[src/rtl/csr_ex_sequencer.sv]
// -----------------------------------------------------------------------------
// csr_ex_sequencer
//
// Serialises CSR side effects for the WB stage. Three kinds of work share a
// single CSR write port:
//   * exception / interrupt entry: PRMD <- CRMD[2:0], CRMD[2:0] <- 0,
//     ESTAT[30:16] <- {esubcode, ecode}, ERA <- pc, then a flush to EENTRY
//   * ertn: CRMD[2:0] <- PRMD[2:0], then a flush to ERA
//   * csrrd/csrwr/csrxchg: single-cycle read-modify-write in the grant cycle
//
// Optional feature macro: CSR_SEQ_INT_EN
//   defined   -> has_int is accepted as an event (ecode 0, esubcode 0)
//   undefined -> has_int is ignored
//
// Ports
//   clk, resetn                 clock, asynchronous active-low reset
//   inst_req_valid/inst_we/inst_num/inst_wvalue/inst_wmask
//                               CSR instruction request from WB
//   inst_req_ready, inst_rvalue grant strobe and pre-write CSR value
//   ex_valid, wb_pc, ex_ecode, ex_esubcode, ertn_valid, has_int
//                               pipeline events
//   seq_busy                    stall request to the pipeline
//   flush, flush_target         one-cycle redirect pulse and its target
//   csr_wnum/csr_we/csr_wvalue/csr_wmask
//                               CSR file write port (masked write at clock edge)
//   csr_rnum, csr_rvalue        CSR file combinational read port
// -----------------------------------------------------------------------------
module csr_ex_sequencer (
  input  logic        clk,
  input  logic        resetn,
  input  logic        inst_req_valid,
  input  logic        inst_we,
  input  logic [13:0] inst_num,
  input  logic [31:0] inst_wvalue,
  input  logic [31:0] inst_wmask,
  output logic        inst_req_ready,
  output logic [31:0] inst_rvalue,
  input  logic        ex_valid,
  input  logic [31:0] wb_pc,
  input  logic [5:0]  ex_ecode,
  input  logic [8:0]  ex_esubcode,
  input  logic        ertn_valid,
  input  logic        has_int,
  output logic        seq_busy,
  output logic        flush,
  output logic [31:0] flush_target,
  output logic [13:0] csr_wnum,
  output logic        csr_we,
  output logic [31:0] csr_wvalue,
  output logic [31:0] csr_wmask,
  output logic [13:0] csr_rnum,
  input  logic [31:0] csr_rvalue
);

  typedef enum logic [2:0] {
    IDLE,
    E_PRMD,
    E_CRMD,
    E_ESTAT,
    E_ERA,
    E_JUMP,
    R_CRMD,
    R_JUMP
  } state_t;

  localparam logic [13:0] CSR_CRMD   = 14'h0;
  localparam logic [13:0] CSR_PRMD   = 14'h1;
  localparam logic [13:0] CSR_ESTAT  = 14'h5;
  localparam logic [13:0] CSR_ERA    = 14'h6;
  localparam logic [13:0] CSR_EENTRY = 14'hC;

  state_t      state;
  state_t      next_state;
  logic [31:0] saved_pc;
  logic [5:0]  saved_ecode;
  logic [8:0]  saved_esubcode;
  logic        int_event;
  logic        trap_event;

  // Interrupts share the exception entry path; without the feature the
  // has_int input is tied off so only real exceptions start an entry.
`ifdef CSR_SEQ_INT_EN
  assign int_event = has_int;
`else
  logic unused_has_int;
  assign unused_has_int = has_int;
  assign int_event      = 1'b0;
`endif

  assign trap_event = ex_valid | int_event;

  // State register plus the exception context captured at acceptance. An
  // interrupt without a simultaneous exception records ecode/esubcode 0.
  always_ff @(posedge clk or negedge resetn) begin
    if (!resetn) begin
      state          <= IDLE;
      saved_pc       <= '0;
      saved_ecode    <= '0;
      saved_esubcode <= '0;
    end else begin
      state <= next_state;
      if (state == IDLE && trap_event) begin
        saved_pc       <= wb_pc;
        saved_ecode    <= ex_valid ? ex_ecode : 6'h0;
        saved_esubcode <= ex_valid ? ex_esubcode : 9'h0;
      end
    end
  end

  // Next-state and output decode. Everything defaults to zero so that an
  // idle cycle, a jump cycle, or reset drive a quiet CSR port. Outputs are
  // also forced low while resetn is asserted, independent of the inputs.
  always_comb begin
    next_state     = state;
    inst_req_ready = 1'b0;
    inst_rvalue    = 32'h0;
    seq_busy       = 1'b0;
    flush          = 1'b0;
    flush_target   = 32'h0;
    csr_we         = 1'b0;
    csr_wnum       = 14'h0;
    csr_wvalue     = 32'h0;
    csr_wmask      = 32'h0;
    csr_rnum       = 14'h0;

    if (resetn) begin
      case (state)
        IDLE: begin
          if (trap_event) begin
            seq_busy   = 1'b1;
            next_state = E_PRMD;
          end else if (ertn_valid) begin
            seq_busy   = 1'b1;
            next_state = R_CRMD;
          end else if (inst_req_valid) begin
            // The read returns the value before this cycle's write lands.
            inst_req_ready = 1'b1;
            csr_rnum       = inst_num;
            inst_rvalue    = csr_rvalue;
            if (inst_we) begin
              csr_we     = 1'b1;
              csr_wnum   = inst_num;
              csr_wvalue = inst_wvalue;
              csr_wmask  = inst_wmask;
            end
          end
        end
        E_PRMD: begin
          seq_busy   = 1'b1;
          csr_rnum   = CSR_CRMD;
          csr_we     = 1'b1;
          csr_wnum   = CSR_PRMD;
          csr_wvalue = {29'h0, csr_rvalue[2:0]};
          csr_wmask  = 32'h0000_0007;
          next_state = E_CRMD;
        end
        E_CRMD: begin
          seq_busy   = 1'b1;
          csr_we     = 1'b1;
          csr_wnum   = CSR_CRMD;
          csr_wvalue = 32'h0;
          csr_wmask  = 32'h0000_0007;
          next_state = E_ESTAT;
        end
        E_ESTAT: begin
          seq_busy   = 1'b1;
          csr_we     = 1'b1;
          csr_wnum   = CSR_ESTAT;
          csr_wvalue = {1'b0, saved_esubcode, saved_ecode, 16'h0};
          csr_wmask  = 32'h7FFF_0000;
          next_state = E_ERA;
        end
        E_ERA: begin
          seq_busy   = 1'b1;
          csr_we     = 1'b1;
          csr_wnum   = CSR_ERA;
          csr_wvalue = saved_pc;
          csr_wmask  = 32'hFFFF_FFFF;
          next_state = E_JUMP;
        end
        E_JUMP: begin
          seq_busy     = 1'b1;
          csr_rnum     = CSR_EENTRY;
          flush        = 1'b1;
          flush_target = csr_rvalue;
          next_state   = IDLE;
        end
        R_CRMD: begin
          seq_busy   = 1'b1;
          csr_rnum   = CSR_PRMD;
          csr_we     = 1'b1;
          csr_wnum   = CSR_CRMD;
          csr_wvalue = {29'h0, csr_rvalue[2:0]};
          csr_wmask  = 32'h0000_0007;
          next_state = R_JUMP;
        end
        R_JUMP: begin
          seq_busy     = 1'b1;
          csr_rnum     = CSR_ERA;
          flush        = 1'b1;
          flush_target = csr_rvalue;
          next_state   = IDLE;
        end
        default: next_state = IDLE;
      endcase
    end
  end

endmodule

[config.mk]
export PLATFORM = sky130hd
export DESIGN_NAME = csr_ex_sequencer
export DESIGN_NICKNAME = d
export VERILOG_FILES = /design/src/rtl/csr_ex_sequencer.sv
export SDC_FILE = /design/constraint.sdc
export NUM_CORES = 1
export LEC_CHECK = 0
export CORE_AREA = 2 2 127 129
export CTS_CLUSTER_SIZE = 24
export DETAILED_ROUTE_END_ITERATION = 6
export DIE_AREA = 0 0 129 131
export SYNTH_ARGS = -nofsm -noshare
export SYNTH_HDL_FRONTEND = slang
export SYNTH_SLANG_ARGS = --single-unit
export TNS_END_PERCENT = 1
[constraint.sdc]
create_clock -name clk -period 2.4 [get_ports clk]
set_input_delay 0.48 -clock clk [delete_from_list [all_inputs] [get_ports clk]]
set_output_delay 0.48 -clock clk [all_outputs]
set_load 0.01 [all_outputs]
# == After elaboration in Yosys (flattened, before gate mapping) ==
# Index checks and enable logic that the tools add are counted.
# classes
addsub,0
mul,0
div_mod_pow,0
n_lt_le_gt_ge,0
eq_ne,8
n_shift,0
muxes,52
n_bitwise,0
n_reduce_logical,8
# op_table
op,n
2-to-1 mux 32 bit,17
one-hot mux 32 bit (4 select lines),2
2-to-1 mux 14 bit,9
one-hot mux 14 bit (4 select lines),2
one-hot mux 3 bit (7 select lines),1
2-to-1 mux 1 bit,15
equality test 3 bit (second input constant),4
2-to-1 mux 9 bit,1
OR reduction 7 bit,1
equality test 3 x 2 -> 1 bit (second input constant),2
2-to-1 mux 3 bit,2
2-to-1 mux 6 bit,1
OR reduction 5 bit,1
one-hot mux 1 bit (2 select lines),2
OR reduction 2 bit,2
equality test 3 x 1 -> 1 bit (second input constant),1
zero test 3 bit,1
inequality test 3 bit (second input constant),1
OR reduction 3 bit,1
AND reduction 2 bit,1
logical AND 1 bit,1
# totals
reg_bits,50
latchBits,0
ram_bits,0
romBits,0
out_inout_bits,160
elab_cells,72
memories,0

# == Longest topological paths before layout ==
# logic_depth
word_depth,6
depth_mapped,6
depth_no_buf,3

# == Worst setup path before layout ==
# No wires, ideal clock.
# synth_path
kind,input to output
startpoint,input port ex_valid
endpoint,output port csr_wmask[10]
arrival_time_ns,1.596
setup_slack_ns,0.324
cell_stages,4
cell_sequence,or4bb_1 -> nor3_4 -> buf_2 -> a21o_1
# synth_between
elab_chain_cells,3
# synth_lines
element,line,rtl
"start, declared",38,"input logic ex_valid,"
2-to-1 mux 32 bit,129,if (trap_event) begin
one-hot mux 32 bit (4 select lines),127,case (state)
2-to-1 mux 32 bit,126,if (resetn) begin
"end, declared",50,"output logic [31:0] csr_wmask,"
# No other way between the ends.

# == Worst setup path after layout ==
# layout_path
startpoint,register state[0]
endpoint,output port csr_wnum[12]
# layout_between
elab_chain_cells,3
elab_cells_between_ends,6
cone_classes,3 x eq/ne; 2 x mux; 1 x reduce/logical
# layout_lines
element,line,rtl
"start, declared",72,state_t state;
"start signal, assigned",101,state <= next_state;
"equality test 3 bit, or another cell as far along",127,
one-hot mux 14 bit (4 select lines) *,127,
2-to-1 mux 14 bit *,126,
"end, declared",47,"output logic [13:0] csr_wnum,"
# Every way passes the cells marked *; elsewhere a longest branch is shown, timed or not.

==> qor.txt <==
# port buffers = 322
row count = 46
CP Launch Type = register
DP Worst Slack = -0.7880 ns
Initial Utilization = 0.2409
io pins = 324
Design Area, Final = 7721 µm²
Total Nets Final = 932
min cycle time layout = 2.617 ns
fmax = 382.1 MHz
final clock skew = 0.01061 ns
CP Buf/Inv Count = 2
Clk Latency, worst-skew pair = 0.29 ns
total gr overflow = 0
Net Count, Synth = 590
Crit. End Element = output port
clock root buffer = clkbuf_16
commonest non-fill, non-tap cells in the layout = clkdlybuf4s50_1 (161), and3_1 (54), dfrtp_1 (47), buf_4 (45), dlygate4sd2_1 (41)
die extent in y = 131 µm
required time worst endpoint = 1.92 ns
Clk pwr share = 0.130
Crit Path Category = reg -> out
DR iter-0 viols = 164
area delta synth->final = 105.5%
Slowest-stage cell, CP = clkdlybuf4s50_1
top-area cell type share of the netlist area = 0.3330
simple-gate share of the synthesized area = 0.2637
Switching Fraction = 0.3770
Final Power = 5.426 mW
setup violators final = 30
Compound-Gate Fraction of Synth Area = 0.1858
post-synthesis cell area = 3757 µm²
power density over cell area = 702.7 nW/µm²
Global Route met3 Usage = 0.03950
CTS tree = done
xor and xnor area share after synthesis = 0
DP HPWL = 14.23 mm
Hold WS = 0.4285 ns
DR vias = 4,729
setup repair after global routing missed its margin = true
GRT met2 Usage = 0.3772
actual slew at the worst max-slew pin = 0.4731 ns
Clock Sink Count = 50
#FFs+latches synth = 50
Synth Area in Adders = 0
Netlist cell types = 38
Seq/Total Area, Yosys = 0.3330
GPL Wtd Cong = 0.8523
Psw = 2.045 mW
GR met1 Demand/Resource = 0.2285
cell family with most CP delay = buffers and inverters
largest fanout on the critical path = 7
PnR worst setup slack = -0.2172 ns
top cells by area, synth = dfrtp_1 (33%), and3_1 (9.3%), mux2_1 (9.0%)
Inst Count DP = 957
mux cell area share after synthesis = 0.1499
worst vdd ir = 0.3123 mV
P_leak = 4.072 nW
clock slew seen by the registers of the worst setup and hold paths = 0.07 ns
Final Hold Violating Endpoints = 0
CP max stage delay = 0.53 ns
layout filler cell count = 1,516
initial antenna violation count = 0
Syn Area/Cell = 8.820 µm²
Gate power share = 0.583
Pins Over Slew Limit = 0
diode count = 0
failing checks = setup timing
Hold Crit Class = in -> async
Final Instance Count excl. Fillers = 985
Tcrit/Tclk final = 1.091
DRT antenna net count = 0
worst relative slew slack = 0.6846
first-pass GRT wire length = 25.77 mm
die area = 16,900 µm²
Hold-fix buffers, CTS = 0
leading cell type in the layout, fill and taps excluded = clkdlybuf4s50_1
core area = 15,600 µm²
status = complete, but fails checks
GRT busiest layer = met2
WP data arrival = 2.14 ns
Post-route DRC = 0
CTS Buf Count = 5
sequential share of power = 0.287
drt pass-1 iters = 4
Synth warnings = 0
H-tree lvl count = 2
Post-Syn Instances = 426
routed vias/inst = 4.801
die width = 129 µm
drt wl/cell = 18.78 µm
overall routed net length = 18.50 mm
maximum number of pins on one net before global-route repair = 48
maximum clock path buffer count = 2
vias in the first global route = 4,489
share of post-route cells with drive strength above 1 = 0.2809
Global Route Usage Sum = 0.1997
MaxCap Viol Count = 0
placed instance area = 7505 µm²
cell chain of the critical path = a21bo_2, nor3b_4, buf_4, and3_1, clkdlybuf4s50_1
largest family of logic cells by synthesized area = simple AND/OR/NAND/NOR gates
P_int = 3.380 mW
cell type with the largest total area after synthesis = dfrtp_1
[path summary, 6_finish.rpt]
kind                             start  cells after the start                 to  slack (ns)
max                           state[0]                      5       csr_wnum[12]       -0.22
min in group clk           saved_pc[2]                      1        saved_pc[2]        0.49
min reg2reg                saved_pc[2]                      1        saved_pc[2]        0.49
max reg2reg                   state[0]                      6       saved_pc[30]        0.33
min                             resetn                      3  saved_esubcode[7]        0.43
max in group asynchronous       resetn                      3       saved_pc[26]        1.54
[power by group through the flow]
stage	Combinational (mW)	Sequential (mW)	Clock, mW
finish	3.16	1.55	0.707
global route	3.40	1.61	0.767
CTS	3.06	1.55	0.730
detailed placement	2.99	1.55	0
global placement	2.94	1.53	0
floorplan	1.56	1.44	0
[area by class of cell]
class,count,area [µm²],share of cell area
clock buffer,5,125.1,0.01620
clock inverter,3,18.77,0.002431
inverter,3,11.26,0.001458
multi-input combinational,323,2382,0.3085
sequential,50,1255,0.1625
tap,216,270.3,0.03500
timing repair buffer,385,3659,0.4738
[timing repair]
| item | 4_1_cts | 5_1_grt |
|---|---|---|
| setup buffers | 7 | 10 |
| setup endpoints to repair | 160 | 148 |
| gates cloned | 2 | 1 |
| gates resized for setup | 271 | 153 |
| pin swaps | 8 | 13 |
[cells in the mapped netlist (all sizes together)]
library cell,instances
inv,3
nand2,4
or3,1
a41oi,3
o21ai,4
o311ai,1
and3,56
a31o,2
clkbuf,29
nor3,2
nor2b,2
a21o,15
o21a,2
a32oi,15
a21boi,1
a211oi,1
o22ai,1
or4bb,1
nor2,24
buf,21
a21oi,40
nor3b,3
and3b,2
a22oi,18
dfrtp,50
and2,36
a21bo,1
mux2,50
nand3,37
nor4bb,1
[worst min-delay path, delay by kind of cell]
family,cells,cell delay (ns)
buffers and inverters,3,0.61
[sequential cells by signal (all words and copies together) (netlist names)]
register	flops
state	3
saved_ecode	6
saved_pc	32
saved_esubcode	9
[routing by layer]
| layer | part of all wire | routed length (µm) | vias up |
|---|---|---|---|
| met3 | 0.069 | 1270 | 17 |
| met2 | 0.53 | 9792 | 200 |
| li1 | - | - | 2243 |
| met4 | 0.014 | 261 | 0 |
| met1 | 0.39 | 7176 | 2269 |
| met5 | 0 | 0 | - |
[stage by stage]
step | util | TNS (ns)
2_1_floorplan | - | 0
6_report | 0.4950 | -2.534
5_1_grt | 0.4950 | -5.828
4_1_cts | 0.4962 | -5.636
3_5_place_dp | 0.4811 | -81.88
3_3_place_gp | 0.4811 | -76.92
[cell families after synthesis]
logic type,after synthesis
AOI/OAI and AO/OA,104
and+or+nand+nor,169
DFF,50
buffers and inverters,53
muxes,50
(Power assumes the default switching activity.)
